File: src/rtl/parallel_out_pkg.sv
// Shared types and constants for the memory-mapped parallel output bank.
package parallel_out_pkg;

  typedef enum logic [1:0] {
    IDLE = 2'd0,
    SEND = 2'd1,
    GAP  = 2'd2
  } chan_state_t;

  localparam logic [7:0] DEF_BASE_ADDR = 8'hFC;
  localparam logic [7:0] DEF_CTRL_ADDR = 8'hFB;

  localparam logic MODE_LATCH  = 1'b0;
  localparam logic MODE_HSHAKE = 1'b1;

endpackage

File: src/rtl/parallel_out_chan.sv
// One output channel: latch mode with a one-cycle strobe, or a strobe/ack
// handshake with a one-entry pending buffer and a sticky overflow flag.
module parallel_out_chan
  import parallel_out_pkg::*;
#(
  parameter int DATA_W = 8
) (
  input  logic              clk,
  input  logic              rst_n,
  input  logic              mode_i,
  input  logic              wr_i,
  input  logic [DATA_W-1:0] wr_data_i,
  input  logic              ack_i,
  input  logic              clr_ovf_i,
  output logic [DATA_W-1:0] data_o,
  output logic              strobe_o,
  output logic              ovf_o,
  output chan_state_t       state_o
);

  chan_state_t       state_q, state_d;
  logic [DATA_W-1:0] data_q, data_d;
  logic [DATA_W-1:0] pend_q, pend_d;
  logic              pend_vld_q, pend_vld_d;
  logic              ovf_q, ovf_d;
  logic              strobe_q, strobe_d;
  logic              hshake;
  logic              drain;

  // A busy channel keeps handshaking until idle; only then does a new mode apply.
  assign hshake = (state_q != IDLE) || (mode_i == MODE_HSHAKE);
  assign drain  = (state_q == SEND) && ack_i;

  always_comb begin
    state_d    = state_q;
    data_d     = data_q;
    pend_d     = pend_q;
    pend_vld_d = pend_vld_q;
    ovf_d      = ovf_q;
    strobe_d   = 1'b0;

    if (!hshake) begin
      if (wr_i) begin
        data_d   = wr_data_i;
        strobe_d = 1'b1;
      end
    end else begin
      case (state_q)
        IDLE: begin
          if (wr_i) begin
            data_d  = wr_data_i;
            state_d = SEND;
          end
        end
        SEND, GAP: begin
          if (state_q == GAP) begin
            state_d = SEND;
          end else if (drain) begin
            state_d = (pend_vld_q || wr_i) ? GAP : IDLE;
          end

          if (drain) begin
            // Pending drains to the output; a same-edge write refills pending.
            if (pend_vld_q) begin
              data_d = pend_q;
              if (wr_i) begin
                pend_d = wr_data_i;
              end else begin
                pend_vld_d = 1'b0;
              end
            end else if (wr_i) begin
              data_d = wr_data_i;
            end
          end else if (wr_i) begin
            if (pend_vld_q) begin
              ovf_d = 1'b1;
            end else begin
              pend_d     = wr_data_i;
              pend_vld_d = 1'b1;
            end
          end
        end
        default: state_d = IDLE;
      endcase
      strobe_d = (state_d == SEND);
    end

    if (clr_ovf_i) begin
      ovf_d = 1'b0;
    end
  end

  always_ff @(posedge clk or negedge rst_n) begin
    if (!rst_n) begin
      state_q    <= IDLE;
      data_q     <= '0;
      pend_q     <= '0;
      pend_vld_q <= 1'b0;
      ovf_q      <= 1'b0;
      strobe_q   <= 1'b0;
    end else begin
      state_q    <= state_d;
      data_q     <= data_d;
      pend_q     <= pend_d;
      pend_vld_q <= pend_vld_d;
      ovf_q      <= ovf_d;
      strobe_q   <= strobe_d;
    end
  end

  assign data_o   = data_q;
  assign strobe_o = strobe_q;
  assign ovf_o    = ovf_q;
  assign state_o  = state_q;

endmodule

File: src/rtl/parallel_out_bank.sv
// Bus-write decode, mode/control register and output packing for NUM_CH
// independent parallel output channels.
module parallel_out_bank
  import parallel_out_pkg::*;
#(
  parameter int              DATA_W    = 8,
  parameter int              ADDR_W    = 8,
  parameter int              NUM_CH    = 4,
  parameter logic [ADDR_W-1:0] BASE_ADDR = DEF_BASE_ADDR,
  parameter logic [ADDR_W-1:0] CTRL_ADDR = DEF_CTRL_ADDR
) (
  input  logic                     clk,
  input  logic                     rst,
  input  logic                     EN,
  input  logic [ADDR_W-1:0]        Address,
  input  logic [DATA_W-1:0]        RegData,
  input  logic [NUM_CH-1:0]        Ack,
  output logic [NUM_CH*DATA_W-1:0] DataOut,
  output logic [NUM_CH-1:0]        Strobe,
  output logic [NUM_CH-1:0]        Busy,
  output logic [NUM_CH-1:0]        Overflow
);

  localparam longint BASE_I = longint'(BASE_ADDR);
  localparam longint CTRL_I = longint'(CTRL_ADDR);
  localparam longint SPACE  = longint'(1) << ADDR_W;

  if (NUM_CH < 1 || NUM_CH > DATA_W) begin : g_bad_num_ch
    $error("parallel_out_bank: NUM_CH must be in 1..DATA_W");
  end
  if (BASE_I + NUM_CH > SPACE) begin : g_bad_base
    $error("parallel_out_bank: channel range exceeds address space");
  end
  if (CTRL_I >= BASE_I && CTRL_I < BASE_I + NUM_CH) begin : g_bad_ctrl
    $error("parallel_out_bank: CTRL_ADDR overlaps channel range");
  end

  logic [NUM_CH-1:0] mode_q;
  logic              ctrl_wr;
  logic [NUM_CH-1:0] chan_wr;
  chan_state_t       chan_state [NUM_CH];

  assign ctrl_wr = EN && (Address == CTRL_ADDR);

  always_ff @(posedge clk or negedge rst) begin
    if (!rst) begin
      mode_q <= '0;
    end else if (ctrl_wr) begin
      mode_q <= RegData[NUM_CH-1:0];
    end
  end

  if (NUM_CH < DATA_W) begin : g_unused_data
    logic unused_regdata;
    assign unused_regdata = ^RegData[DATA_W-1:NUM_CH];
  end

  for (genvar i = 0; i < NUM_CH; i++) begin : g_chan
    assign chan_wr[i] = EN && (Address == ADDR_W'(BASE_I + i));

    parallel_out_chan #(
      .DATA_W (DATA_W)
    ) u_chan (
      .clk       (clk),
      .rst_n     (rst),
      .mode_i    (mode_q[i]),
      .wr_i      (chan_wr[i]),
      .wr_data_i (RegData),
      .ack_i     (Ack[i]),
      .clr_ovf_i (ctrl_wr),
      .data_o    (DataOut[i*DATA_W +: DATA_W]),
      .strobe_o  (Strobe[i]),
      .ovf_o     (Overflow[i]),
      .state_o   (chan_state[i])
    );

    assign Busy[i] = (chan_state[i] != IDLE);
  end

endmodule

File: config.mk
export PLATFORM = sky130hd
export DESIGN_NAME = parallel_out_bank
export DESIGN_NICKNAME = d
export VERILOG_FILES = /design/src/rtl/parallel_out_pkg.sv /design/src/rtl/parallel_out_chan.sv /design/src/rtl/parallel_out_bank.sv
export SDC_FILE = /design/constraint.sdc
export NUM_CORES = 1
export LEC_CHECK = 0
export CAP_MARGIN = 20
export CORE_UTILIZATION = 40
export CTS_BUF_LIST = sky130_fd_sc_hd__clkbuf_8
export DETAILED_ROUTE_END_ITERATION = 8
export PLACE_DENSITY = 0.64
export SETUP_SLACK_MARGIN = 0.2
export SYNTH_ARGS = -nofsm -noshare
export SYNTH_HDL_FRONTEND = slang
export SYNTH_HIERARCHICAL = 1
export SYNTH_SLANG_ARGS = --single-unit
export TNS_END_PERCENT = 1
File: constraint.sdc
create_clock -name clk -period 1.69 [get_ports clk]
set_input_delay 0.169 -clock clk [delete_from_list [all_inputs] [get_ports clk]]
set_output_delay 0.169 -clock clk [all_outputs]
set_load 0.02 [all_outputs]
After elaboration in Yosys (flattened, before gate mapping)
Cells that the tools add are included.
- add/sub/neg operators: 0
- multiplexer cells: 108
- shift operators: 0
- equality and inequality tests: 41
- reductions and logical operators: 65
- div/mod/pow operators: 0
- bitwise operators: 0
- multiply operators: 0
- $lt $le $gt $ge: 0
- operators with widths (operator ; count):
    $mux W8 ; 36
    $pmux W8 S2 ; 4
    $reduce_bool A2 Y1 ; 24
    $mux W1 ; 44
    $eq A8 B8 Y1 const B ; 5
    $mux W2 ; 20
    $ne A3 B3 Y1 const B ; 8
    $reduce_and A6 Y1 ; 4
    $reduce_and A5 Y1 ; 4
    $eq A2 B1 Y1 const B ; 8
    $ne A2 B1 Y1 const B ; 8
    $ne A2 B2 Y1 const B ; 8
    $pmux W2 S2 ; 4
    $reduce_and A3 Y1 ; 4
    $logic_and A1 B1 Y1 ; 9
    $eq A2 B2 Y1 const B ; 4
    $logic_not A2 Y1 ; 4
    $logic_or A1 B1 Y1 ; 8
    $reduce_and A2 Y1 ; 4
    $reduce_or A2 Y1 ; 4
- memories: 0
- RAM bits: 0
- latch bits: 0
- ROM bits: 0
- output and inout port bits: 44
- flip-flop bits (word level): 88
- logic and storage cells: 239

Longest topological paths before layout
- depth after elaboration: 10
- depth in mapped cells: 7

By module
The synthesis kept the hierarchy.
- modules (own cells, without submodules) (module ; area each (um2) ; cells each ; instances):
    parallel_out_chan ; 1057.3 ; 84 ; 4
    parallel_out_bank ; 245.2 ; 22 ; 1

Worst setup path after synthesis
Ideal clock, no wire load.
- kind: input-to-reg
- start point: in Address[7]
- end point: reg g_chan[2].u_chan.state_q[1]
- cell stages on the path: 7
- slack: -0.512 ns
- arrival: 2.081 ns
- setup time: 0.121 ns
- cells stage by stage: nand4_2 -> or3_1 -> nor3b_1 -> inv_2 -> a22o_1 -> a32o_1 -> a22o_1
- word-level cells in the longest chain between the ends: 8
- elaborated cells on any way between the ends: 9
- those cells by class: eq/ne: 1; mux: 6; reduce/logical: 2
- RTL lines (what ; line ; text):
    start: declaration ; parallel_out_bank.sv:15 ; input logic [ADDR_W-1:0] Address,
    $eq A8 B8 Y1 (*) ; parallel_out_bank.sv:59 ; assign chan_wr[i] = EN && (Address == ADDR_W'(BASE_I + i));
    $logic_and A1 B1 Y1 (*) ; parallel_out_bank.sv:59 ;
    net chan_wr[2] ; parallel_out_bank.sv:40 ; logic [NUM_CH-1:0] chan_wr;
    $logic_or A1 B1 Y1 ; parallel_out_chan.sv:59 ; state_d = (pend_vld_q || wr_i) ? GAP : IDLE;
    $mux W2 ; parallel_out_chan.sv:59 ;
    $mux W2 ; parallel_out_chan.sv:58 ; end else if (drain) begin
    $mux W2 ; parallel_out_chan.sv:56 ; if (state_q == GAP) begin
    $pmux W2 S2 (*) ; parallel_out_chan.sv:48 ; case (state_q)
    $mux W2 (*) ; parallel_out_chan.sv:42 ; if (!hshake) begin
    end signal: assignment ; parallel_out_chan.sv:102 ; state_q <= state_d;
    end: declaration ; parallel_out_chan.sv:21 ; chan_state_t state_q, state_d;
Mark *: on every way through the listed nets, which the timed path passes. The rest lies on a longest branch. The select of a mux whose other input is x is not followed.
A chain may end at the register's enable or synchronous reset.

Worst setup path after layout
- start point: reg g_chan[0].u_chan.state_q[0]
- end point: reg g_chan[0].u_chan.strobe_q
- word-level cells in the longest chain between the ends: 8
- elaborated cells on any way between the ends: 14
- those cells by class: eq/ne: 3; mux: 6; reduce/logical: 5
- RTL lines (what ; line ; text):
    start: declaration ; parallel_out_chan.sv:21 ;
    start signal: assignment ; parallel_out_chan.sv:102 ;
    $eq A2 B1 Y1 ; parallel_out_chan.sv:32, parallel_out_chan.sv:48 ;
    $logic_and A1 B1 Y1 ; parallel_out_chan.sv:32 ; assign drain = (state_q == SEND) && ack_i;
    $mux W2 ; parallel_out_chan.sv:58 ;
    $mux W2 ; parallel_out_chan.sv:56 ;
    $pmux W2 S2 ; parallel_out_chan.sv:48 ;
    $mux W2 ; parallel_out_chan.sv:42 ;
    $eq A2 B1 Y1 ; parallel_out_chan.sv:85 ; strobe_d = (state_d == SEND);
    $mux W1 (*) ; parallel_out_chan.sv:42 ;
    net g_chan[0].u_chan.strobe_d ; parallel_out_chan.sv:26 ; logic strobe_q, strobe_d;
    end signal: assignment ; parallel_out_chan.sv:107 ; strobe_q <= strobe_d;
    end: declaration ; parallel_out_chan.sv:26 ;
Marked as above.

==> out/qor.yml <==
critical_path:
  rrSetupSlack_ns: -0.01
  required_ns: 1.97
  critPathTopFamily: "compound AO/OA/AOI/OAI gates"
  rr_endpoint: "g_chan[0].u_chan/strobe_o$_DFF_PN0_"
  crit_path_max_fanout: 4
  reg2regPathDepth: 6
  cp_cell_sequence: "inv_2, ha_4, inv_4, a2111o_1, a211o_1, o22ai_2"
  start_kind: "register"
  worstReg2RegStart: "g_chan[0].u_chan/state_o[0]$_DFFE_PN0N_"
  worstPathArrival_ns: 1.98
  cp-end-kind: "register"
  setup.worst_path.class: "reg -> reg"
  cp.buffers_inverters: 2
  cp_slowest_cell: "dfrtp_2"
  max_stage_delay_ns: 0.42
die:
  start_util_pct: 41.1
  die_h_microns: 108
  die_area_sq_um: 11600
  rows: 38
  num_io_pins: 67
  dieWidth_microns: 108
  core_sq_um: 10900
synth:
  synth-compound-area-share_pct: 24.5
  synthSimpleGateAreaFrac_pct: 9.09
  synthMuxAreaShare_pct: 9.06
  netlist_instances: 358
  syn_avg_cell_area_sq_um: 12.5
  seq_area_frac_synth_pct: 49.2
  synth_xor_area_share_pct: 0.783
  synthDistinctLibCells: 35
  ys_warn_count: 6
  synth_fa_ha_area_share_pct: 5.59
  synth_nets: 401
  synth_area_sq_um: 4470
  synth-seq-cells: 88
  synth_top_family_by_area: "compound AO/OA/AOI/OAI gates"
place:
  numPortBuffers: 66
  placed_cell_area_sq_um: 5830
  place_inst: 626
  finalWeightedCongestion: 0.856
  hpwl_microns: 7740
  place_ws_ns: -0.533
cells_and_area:
  syn_to_final_growth_pct: 51.1
  fin_area_sq_um: 6760
  antenna_cells: 0
  nets: 553
  mostFrequentLayoutCells: "87 x dfrtp_1, 60 x buf_4, 38 x dlygate4sd2_1"
  mostFrequentLayoutCell: "dfrtp_1"
  fin_cells: 655
  drive_above_1_share_pct: 52.0
drt:
  drc: 0
  final_antenna_net_count: 0
  vias_per_cell: 5.47
  drt_pass1_iterations: 6
  drt_iter0_drc: 72
  wl_microns: 11900
  vias: 3584
  wl_per_cell_microns: 18.1
timing:
  clock_skew_ns: 0.00932
  fin_setup_tns_ns: -0.0116
  fin_ws_ns: -0.0116
  timing.fmax_ghz: 0.588
  rsz0062_at_grt: "yes"
  hold_ws_ns: 0.157
  setup_viol: 1
  worstMarginPinSlew_ns: 0.579
  slew_headroom_pct: 61.3
  period_needed_ns: 1.70
  final_hold_viol_count: 0
  drv_slew: 0
  finalCritPeriodShare_pct: 101
global_route:
  gr-usage-all-layers_pct: 21.3
  antenna_found_initial: 0
  gr-total-overflow: 0
  grt_pass1_wl_microns: 19100
  grt_max_degree: 62
  grt_pass1_vias: 3757
pwr:
  comb_power_share_pct: 49.0
  p_int_w: 0.00520
  p_switching_w: 0.00322
  ir_drop_mv: 0.768
  power_frac_clock_pct: 16.4
  cellPowerDensity_nw_per_um2: 1250
  p_leak_nw: 3.14
  p_seq_share_pct: 34.6
  swShare_pct: 38.2
clock_tree:
  cts.path.max_buffers: 2
  cts-htree-levels: 3
  cts_buffers: 9
  clockRootBuffer: "clkbuf_8"
  path_clk_slew_ns: 0.09
  clkLatencyLatePin_ns: 0.35
  clkSinkCount: 88
  cts_tree: "built"
hold_path:
  hp-class: "in -> async"
run:
  maxCapViolations: 0
run_status:
  status: "finished with violations"
  violations: "negative setup slack"
worst register-to-register path: stages, from the launching register on:
cell	delay [ns]
dfrtp_2	0.42
inv_2	0.07
ha_4	0.29
inv_4	0.05
a2111o_1	0.33
a211o_1	0.33
o22ai_2	0.12
synthesized netlist by cell type:
master | number | area (sq um)
o22ai_1 | 36 | 225
a2111o_1 | 4 | 45.0
ha_1 | 20 | 250
nand2_1 | 14 | 52.6
a22o_1 | 8 | 70.1
a21boi_4 | 4 | 75.1
nor3_1 | 5 | 25.0
a21oi_1 | 4 | 20.0
and2b_1 | 4 | 30.0
dfrtp_1 | 88 | 2200
nor2_2 | 4 | 25.0
a31oi_4 | 4 | 85.1
nor3b_1 | 2 | 15.0
nand2b_2 | 4 | 35.0
or2_2 | 4 | 25.0
a211o_1 | 4 | 35.0
nand4_2 | 1 | 12.5
inv_1 | 13 | 48.8
nand3_1 | 4 | 20.0
nor2b_1 | 4 | 25.0
nor4_4 | 1 | 21.3
o31ai_4 | 4 | 85.1
o21ai_0 | 4 | 20.0
xnor2_1 | 4 | 35.0
o22ai_2 | 4 | 50.1
mux2_2 | 36 | 405
a2bb2oi_1 | 32 | 280
inv_2 | 8 | 30.0
nand3_2 | 4 | 40.0
a41oi_1 | 4 | 35.0
a211oi_1 | 4 | 30.0
nor2_1 | 13 | 48.8
a32o_1 | 4 | 40.0
or3_1 | 1 | 6.26
and2_1 | 4 | 25.0
power groups by stage:
stage	Clock, W	Sequential, W	Combinational, W
2_1_floorplan	0	0.00337	0.00146
3_3_place_gp	0	0.00290	0.00365
3_5_place_dp	0	0.00289	0.00370
4_1_cts	0.00143	0.00289	0.00384
5_1_grt	0.00153	0.00297	0.00439
6_report	0.00138	0.00291	0.00412
worst max-delay path by stage:
stage / start / endpoint / depth (start not counted)
floorplan: Address[7] / g_chan[1].u_chan/state_o[1]$_DFFE_PN0N_ / 7
CTS: g_chan[1].u_chan/state_o[1]$_DFFE_PN0N_ / g_chan[1].u_chan/data_o[5]$_DFFE_PN0P_ / 6
global route: g_chan[0].u_chan/state_o[0]$_DFFE_PN0N_ / g_chan[0].u_chan/data_o[3]$_DFFE_PN0P_ / 7
global placement: Address[7] / g_chan[2].u_chan/state_o[1]$_DFFE_PN0N_ / 8
finish: g_chan[0].u_chan/state_o[0]$_DFFE_PN0N_ / g_chan[0].u_chan/strobe_o$_DFF_PN0_ / 6
detailed placement: Address[5] / g_chan[1].u_chan/pend_q[1]$_DFFE_PN0P_ / 7
cell type report:
class,count,area (sq um)
Inverter,21,86.3
Fill cell,876,4130
Sequential cell,88,2200
Tap cell,140,175
Timing Repair Buffer,141,1260
Clock buffer,11,151
Multi-Input combinational cell,249,2850
Clock inverter,5,37.5
cell families after synthesis:
logic type	Yosys count
compound gates	120
xor+xnor	4
fa+ha+maj	20
buf+inv	21
flops	88
mux	36
simple gates	69
metal layers:
layer	global-route usage (%)	vias up	wire (microns)
li1	-	1686	-
met4	7.83	0	173
met2	35.0	69	5990
met5	0	-	0
met3	2.91	17	379
met1	28.5	1812	5330
stage by stage:
stage | power, W | util (%)
2_1_floorplan | 0.00483 | -
3_3_place_gp | 0.00655 | 53.5
3_5_place_dp | 0.00659 | 53.5
4_1_cts | 0.00816 | 59.3
5_1_grt | 0.00889 | 62.1
6_report | 0.00842 | 62.1
sequential cells by signal (all words and copies together), names as in the netlist:
register / count
g_chan.u_chan/ovf_o: 4
g_chan.u_chan/data_o: 32
g_chan.u_chan/strobe_o: 4
mode_q: 4
g_chan.u_chan/state_o: 8
g_chan.u_chan/pend_q: 32
g_chan.u_chan/pend_vld_q: 4
timing repair:
item,4_1_cts,5_1_grt
setup endpoints to repair,122,92
hold endpoints to repair,88,0
setup buffers,6,6
resized for setup,166,51
pin swaps,58,44
hold buffers,1,0
cloned,0,0
(Power assumes the default switching activity.)
